### config.mk
export PLATFORM = sky130hd
export DESIGN_NAME = bringup_sequencer
export DESIGN_NICKNAME = d
export VERILOG_FILES = /design/src/rtl/bringup_pkg.sv /design/src/rtl/bringup_sync.sv /design/src/rtl/bringup_sequencer.sv
export SDC_FILE = /design/constraint.sdc
export NUM_CORES = 1
export LEC_CHECK = 0
export ABC_AREA = 1
export CAP_MARGIN = 20
export CORE_MARGIN = 2
export CORE_UTILIZATION = 30
export CTS_CLUSTER_SIZE = 16
export DETAILED_ROUTE_END_ITERATION = 10
export PLACE_DENSITY = 0.54
export SLEW_MARGIN = 15
export SYNTH_ARGS = -nofsm -noshare
export SYNTH_HDL_FRONTEND = slang
export SYNTH_SLANG_ARGS = --single-unit
### constraint.sdc
create_clock -name clock -period 3.35 [get_ports clock]
set_input_delay 0.67 -clock clock [delete_from_list [all_inputs] [get_ports clock]]
set_output_delay 0.67 -clock clock [all_outputs]
set_load 0.01 [all_outputs]
### src/rtl/bringup_pkg.sv
// Shared types and constants for the U500 board bring-up sequencer.
// State encodings are visible on the state port, so their values are fixed.
package bringup_pkg;

  typedef enum logic [2:0] {
    S_HOLD       = 3'd0,
    S_WAIT_LOCK  = 3'd1,
    S_WAIT_CALIB = 3'd2,
    S_WAIT_LINK  = 3'd3,
    S_SETTLE     = 3'd4,
    S_RUN        = 3'd5,
    S_FAIL       = 3'd6
  } state_t;

  localparam logic [1:0] FAIL_NONE          = 2'd0;
  localparam logic [1:0] FAIL_CALIB_TIMEOUT = 2'd1;
  localparam logic [1:0] FAIL_LINK_TIMEOUT  = 2'd2;
  localparam logic [1:0] FAIL_CALIB_LOST    = 2'd3;

  localparam int LED_CALIB     = 0;
  localparam int LED_HEARTBEAT = 1;
  localparam int LED_LINK      = 2;
  localparam int LED_FAIL      = 3;

  function automatic int unsigned max_u(input int unsigned a, input int unsigned b);
    return (a > b) ? a : b;
  endfunction

endpackage

### src/rtl/bringup_sync.sv
// Flop-chain synchronizer for one asynchronous level input into the core clock.
module bringup_sync #(
  parameter int unsigned SYNC_STAGES = 2
) (
  input  logic clock,
  input  logic reset,
  input  logic d,
  output logic q
);

  logic [SYNC_STAGES-1:0] chain;

  // NOTE: non-blocking so each stage captures its neighbour's previous value.
  always_ff @(posedge clock) begin
    if (reset) chain <= '0;
    else       chain <= {chain[SYNC_STAGES-2:0], d};
  end

  assign q = chain[SYNC_STAGES-1];

endmodule

### src/rtl/bringup_sequencer.sv
// Reset sequencing for MMCM, DDR4, PCIe bridge and core complex, with
// calibration/link supervision and a four-LED status display.
module bringup_sequencer
  import bringup_pkg::*;
#(
  parameter int unsigned SYNC_STAGES   = 2,
  parameter int unsigned HOLD_CYCLES   = 1024,
  parameter int unsigned CALIB_TIMEOUT = 1 << 24,
  parameter int unsigned LINK_TIMEOUT  = 1 << 24,
  parameter int unsigned SETTLE_CYCLES = 64,
  parameter bit          PCIE_REQUIRED = 1'b1,
  parameter int unsigned HB_BITS       = 24
) (
  input  logic       clock,
  input  logic       reset,
  input  logic       restart_req,
  input  logic       mmcm_locked,
  input  logic       ddr_calib_done,
  input  logic       pcie_link_up,
  output logic       ddr_reset,
  output logic       pcie_reset,
  output logic       core_reset,
  output logic [2:0] state,
  output logic [1:0] fail_code,
  output logic [3:0] led
);

  localparam int unsigned TIMER_W = $clog2(max_u(max_u(HOLD_CYCLES, CALIB_TIMEOUT),
                                                 max_u(LINK_TIMEOUT, SETTLE_CYCLES))) + 1;
  localparam logic [TIMER_W-1:0] TIMER_MAX   = '1;
  localparam logic [TIMER_W-1:0] HOLD_LAST   = TIMER_W'(HOLD_CYCLES - 1);
  localparam logic [TIMER_W-1:0] SETTLE_LAST = TIMER_W'(SETTLE_CYCLES - 1);
  localparam logic [TIMER_W-1:0] CALIB_LIMIT = TIMER_W'(CALIB_TIMEOUT);
  localparam logic [TIMER_W-1:0] LINK_LIMIT  = TIMER_W'(LINK_TIMEOUT);

  logic restart_s, locked_s, calib_s, link_s;
  logic restart_q, restart_rise, enter;
  state_t state_q, state_d;
  logic [1:0] fail_q, fail_d;
  logic [TIMER_W-1:0] timer_q;
  logic [HB_BITS-1:0] hb_cnt;
  logic hb_q;

  bringup_sync #(.SYNC_STAGES(SYNC_STAGES)) sync_restart (.clock(clock), .reset(reset), .d(restart_req),    .q(restart_s));
  bringup_sync #(.SYNC_STAGES(SYNC_STAGES)) sync_locked  (.clock(clock), .reset(reset), .d(mmcm_locked),    .q(locked_s));
  bringup_sync #(.SYNC_STAGES(SYNC_STAGES)) sync_calib   (.clock(clock), .reset(reset), .d(ddr_calib_done), .q(calib_s));
  bringup_sync #(.SYNC_STAGES(SYNC_STAGES)) sync_link    (.clock(clock), .reset(reset), .d(pcie_link_up),   .q(link_s));

  assign restart_rise = restart_s & ~restart_q;

  // NOTE: defaults first, so no branch leaves state_d or fail_d unassigned and no latch is inferred.
  always_comb begin
    state_d = state_q;
    fail_d  = fail_q;
    if (restart_rise) begin
      state_d = S_HOLD;
    end else if (!locked_s && state_q != S_HOLD && state_q != S_WAIT_LOCK) begin
      state_d = S_HOLD;
    end else begin
      case (state_q)
        S_HOLD:      if (timer_q == HOLD_LAST) state_d = S_WAIT_LOCK;
        S_WAIT_LOCK: if (locked_s) state_d = S_WAIT_CALIB;
        S_WAIT_CALIB:
          if (calib_s) begin
            state_d = PCIE_REQUIRED ? S_WAIT_LINK : S_SETTLE;
          end else if (timer_q == CALIB_LIMIT) begin
            state_d = S_FAIL;
            fail_d  = FAIL_CALIB_TIMEOUT;
          end
        S_WAIT_LINK:
          if (link_s) begin
            state_d = S_SETTLE;
          end else if (timer_q == LINK_LIMIT) begin
            state_d = S_FAIL;
            fail_d  = FAIL_LINK_TIMEOUT;
          end
        S_SETTLE:    if (timer_q == SETTLE_LAST) state_d = S_RUN;
        S_RUN:
          if (!calib_s) begin
            state_d = S_FAIL;
            fail_d  = FAIL_CALIB_LOST;
          end
        S_FAIL:      state_d = S_FAIL;
        default:     state_d = S_HOLD;
      endcase
    end
    // A restart while already in HOLD still counts as a fresh entry.
    enter = restart_rise || (state_d != state_q);
    if (enter && state_d == S_HOLD) fail_d = FAIL_NONE;
  end

  always_ff @(posedge clock) begin
    if (reset) begin
      state_q   <= S_HOLD;
      fail_q    <= FAIL_NONE;
      timer_q   <= '0;
      restart_q <= 1'b0;
    end else begin
      state_q   <= state_d;
      fail_q    <= fail_d;
      restart_q <= restart_s;
      if (enter)                    timer_q <= '0;
      else if (timer_q != TIMER_MAX) timer_q <= timer_q + 1'b1;
    end
  end

  always_ff @(posedge clock) begin
    if (reset || state_q != S_RUN) begin
      hb_cnt <= '0;
      hb_q   <= 1'b0;
    end else begin
      hb_cnt <= hb_cnt + 1'b1;
      if (&hb_cnt) hb_q <= ~hb_q;
    end
  end

  // Outputs are a registered decode of the state register, one cycle behind it.
  always_ff @(posedge clock) begin
    if (reset) begin
      state      <= S_HOLD;
      ddr_reset  <= 1'b1;
      pcie_reset <= 1'b1;
      core_reset <= 1'b1;
      fail_code  <= FAIL_NONE;
      led        <= '0;
    end else begin
      state     <= state_q;
      fail_code <= fail_q;
      case (state_q)
        S_WAIT_CALIB:         {ddr_reset, pcie_reset, core_reset} <= 3'b011;
        S_WAIT_LINK, S_SETTLE: {ddr_reset, pcie_reset, core_reset} <= 3'b001;
        S_RUN:                {ddr_reset, pcie_reset, core_reset} <= 3'b000;
        default:              {ddr_reset, pcie_reset, core_reset} <= 3'b111;
      endcase
      led[LED_CALIB]     <= calib_s;
      led[LED_HEARTBEAT] <= hb_q;
      led[LED_LINK]      <= link_s;
      led[LED_FAIL]      <= (state_q == S_FAIL);
    end
  end

endmodule

==> results.toml <==
[status]
outcome = "finished, final reports clean"

[floorplanning]
start_util_pct = 30.6
die_h_um = 115
rows = 40
die_x_um = 115
dieArea_um2 = 13200
pin_count = 18
fp.coreArea_um2 = 12000

[power]
power_density_nw_per_um2 = 442
p_leak_uw = 0.00162
ir_worst_vdd_mv = 0.192

[drt]
drc = 0
ant_nets = 0
wirelength_um = 7740
firstDrtPassIters = 4
drt_iter0_markers = 176
vias = 3170
wl_per_cell_um = 11.4
vias_per_cell = 4.65

[worst_setup_path]
cp_common_cell = "nand2_1"
crit_type = "flop to flop"
cpMaxStageDelayCell = "nand4_4"
slowest_delay_ns = 0.45
arrival_ns = 2.54
startpoint_type = "flop"
path_cells = "ha_1 -> nand3_1 -> nor2_2 -> nand3_1 -> nand2_1 -> nand2_1 -> nand3_1 -> nand2_1 -> nand2_1 -> nand4_4 -> nor2_1"
worst-path-max-fanout = 25
required_ns = 3.61
critPathCaptureType = "flop"

[synth]
yosysWarningCount = 0
synth-seq-area-share_pct = 41.3
syn_inst = 509
synth_adder_area_share_pct = 1.02
ys_seq_elements = 76
syn-num-nets = 518
synth_mux_area_share_pct = 0
synth_top_family_by_area = "simple AND/OR/NAND/NOR gates"
synth_xor_area_share_pct = 6.15
synth-simple-area-share_pct = 36.8
synth_compound_area_share_pct = 5.40
syn-cell-area_um2 = 3680
yosysUniqueCellTypes = 34
avgSynthCellArea_um2 = 7.23

[clock_network]
cts_resized = 0
cts_hold_buffers = 0
clkSlewWorstSetupHoldPaths_ns = 0.06
insertion_delay_ns = 0.34
clock_sinks = 76
htree_levels = 3
cts-root-buf = "clkbuf_16"
cts_tree = "done"
cts_post_setup_buffers_inserted = 0
cts.path.max_buffers = 2
cts_buffers = 9

[sta]
rsz0062_at_grt = "false"
hold_viol_final = 0
setup_violations = 0
slew_headroom_pct = 63.2
slew_viol_final = 0
max_slew.worst_pin.slew_ns = 0.552
setup-tns-final_ns = 0
fin_crit_ns = 2.28
fmax_ghz = 0.439
period_share_pct = 68.0
skew_ns = 0.00334

[layout]
drive_gt1_share_pct = 11.2
fin_area_um2 = 4280
final_cell_count_no_fill = 682
fin_util_pct = 35.6
antennaDiodeCount = 0
fin_nets = 540
syn2layout_area_growth_pct = 16.2

[placement]
gp_congestion = 0.872
postPlaceCellArea_um2 = 4000
io_buffers = 17
hpwlAfterDp_um = 5690
dpl.cell_count = 667

[grt]
grt_util_met1_pct = 16.8
grt_use_met3_pct = 3.64
grt_pass1_wl_um = 13600
grt_max_degree = 26
grt_usage_pct = 12.8
antenna_found_initial = 0
use_met2_pct = 20.2
grt_busiest_layer = "met2"
gr-total-overflow = 0
grt_pass1_vias = 2961

[hold_path]
worstHoldPathType = "flop to flop"

[flow_run]
maxCapViolations = 0
synth_stat cells (all sizes together):
library cell / count / share of area (%)
o21ba: 1 / 0.27
nand3: 36 / 5.4
o21a: 1 / 0.20
and2: 2 / 0.34
o21ai: 13 / 1.8
buf: 5 / 1.2
inv: 77 / 7.9
nand2: 65 / 6.9
and3: 3 / 0.51
a21oi: 20 / 2.8
nor3b: 1 / 0.20
nor4: 9 / 1.5
clkbuf: 3 / 0.31
xnor2: 2 / 0.48
xor2: 23 / 5.7
nand4: 12 / 2.4
nor2: 124 / 14
ha: 3 / 1.0
a31oi: 2 / 0.34
nor3: 30 / 5.0
or2: 1 / 0.17
dfxtp: 76 / 41
critical path: cells and delay by family (launching register included):
kind	cells	cell delay (ns)
and+or+nand+nor	10	1.58
DFF	1	0.39
adders and majority gates	1	0.22
report_power, final:
group / switching, uW / internal, uW
clock: 357 / 569
sequential: 4.44 / 913
combinational: 31.9 / 18.2
total: 393 / 1500
cell type report:
| cell class | count | area, um^2 |
|---|---|---|
| fillers | 1288 | 7730 |
| multi-input cells | 348 | 1820 |
| flip-flops and latches | 76 | 1520 |
| inverters | 77 | 289 |
| clock buffers | 10 | 229 |
| repair buffers | 19 | 185 |
| well taps | 147 | 184 |
| clock inverters | 5 | 53.8 |
placed cells by master, fill, tap and decap left out, types with 4 or more instances in the layout:
cell             instances
dfxtp_1                 76
nand4_1                 11
a21oi_1                 19
xor2_1                  22
nand2_2                  4
nor3_1                  26
nand3_2                  4
nor2_2                  24
o21ai_0                 12
nand3_1                 32
inv_2                    4
clkdlybuf4s50_1         17
clkbuf_16                9
nor4_1                   9
nand2_1                 61
inv_1                   73
nor2_1                 100
routing by layer:
layer | vias up | share of wire [%]
met5 | - | 0
met4 | 0 | 1.1
met3 | 5 | 4.6
met2 | 58 | 45
met1 | 1451 | 49
li1 | 1656 | -
state kept, by name (all words and copies together), names as in the netlist, 2 cells and up:
name,cells
sync_calib.chain,2
fail_q,2
state_q,3
timer_q,25
led,4
hb_cnt,24
sync_link.chain,2
sync_restart.chain,2
state,3
fail_code,2
sync_locked.chain,2
final timing paths:
check                                     start                       endpoint  slack, ns  cells after the start
setup / recovery        timer_q[0]$_SDFFE_PP0P_        timer_q[2]$_SDFFE_PP0P_       1.07                     11
hold / removal    sync_link.chain[0]$_SDFF_PP0_  sync_link.chain[1]$_SDFF_PP0_       0.40                      2
setup reg to reg        timer_q[0]$_SDFFE_PP0P_        timer_q[2]$_SDFFE_PP0P_       1.07                     11
hold reg to reg   sync_link.chain[0]$_SDFF_PP0_  sync_link.chain[1]$_SDFF_PP0_       0.40                      2
through the flow:
step	setup WS, ns	hold WS (ns)	total power, uW
2_1_floorplan	1.67	0.388	974
3_3_place_gp	0.812	0.395	987
3_5_place_dp	0.742	0.392	988
4_1_cts	1.08	0.399	1930
5_1_grt	0.808	0.420	1970
6_report	1.07	0.400	1890
cells by family (layout without fill, tap and decap cells):
| kind of cell | count (synthesis) | after routing |
|---|---|---|
| AO/OA/AOI/OAI | 37 | 37 |
| XOR/XNOR | 25 | 25 |
| adder cells (fa/ha/maj) | 3 | 3 |
| buffers and inverters | 85 | 111 |
| flip-flops | 76 | 76 |
| AND/OR/NAND/NOR | 283 | 283 |
No activity file was read; power rests on OpenSTA's default activity.
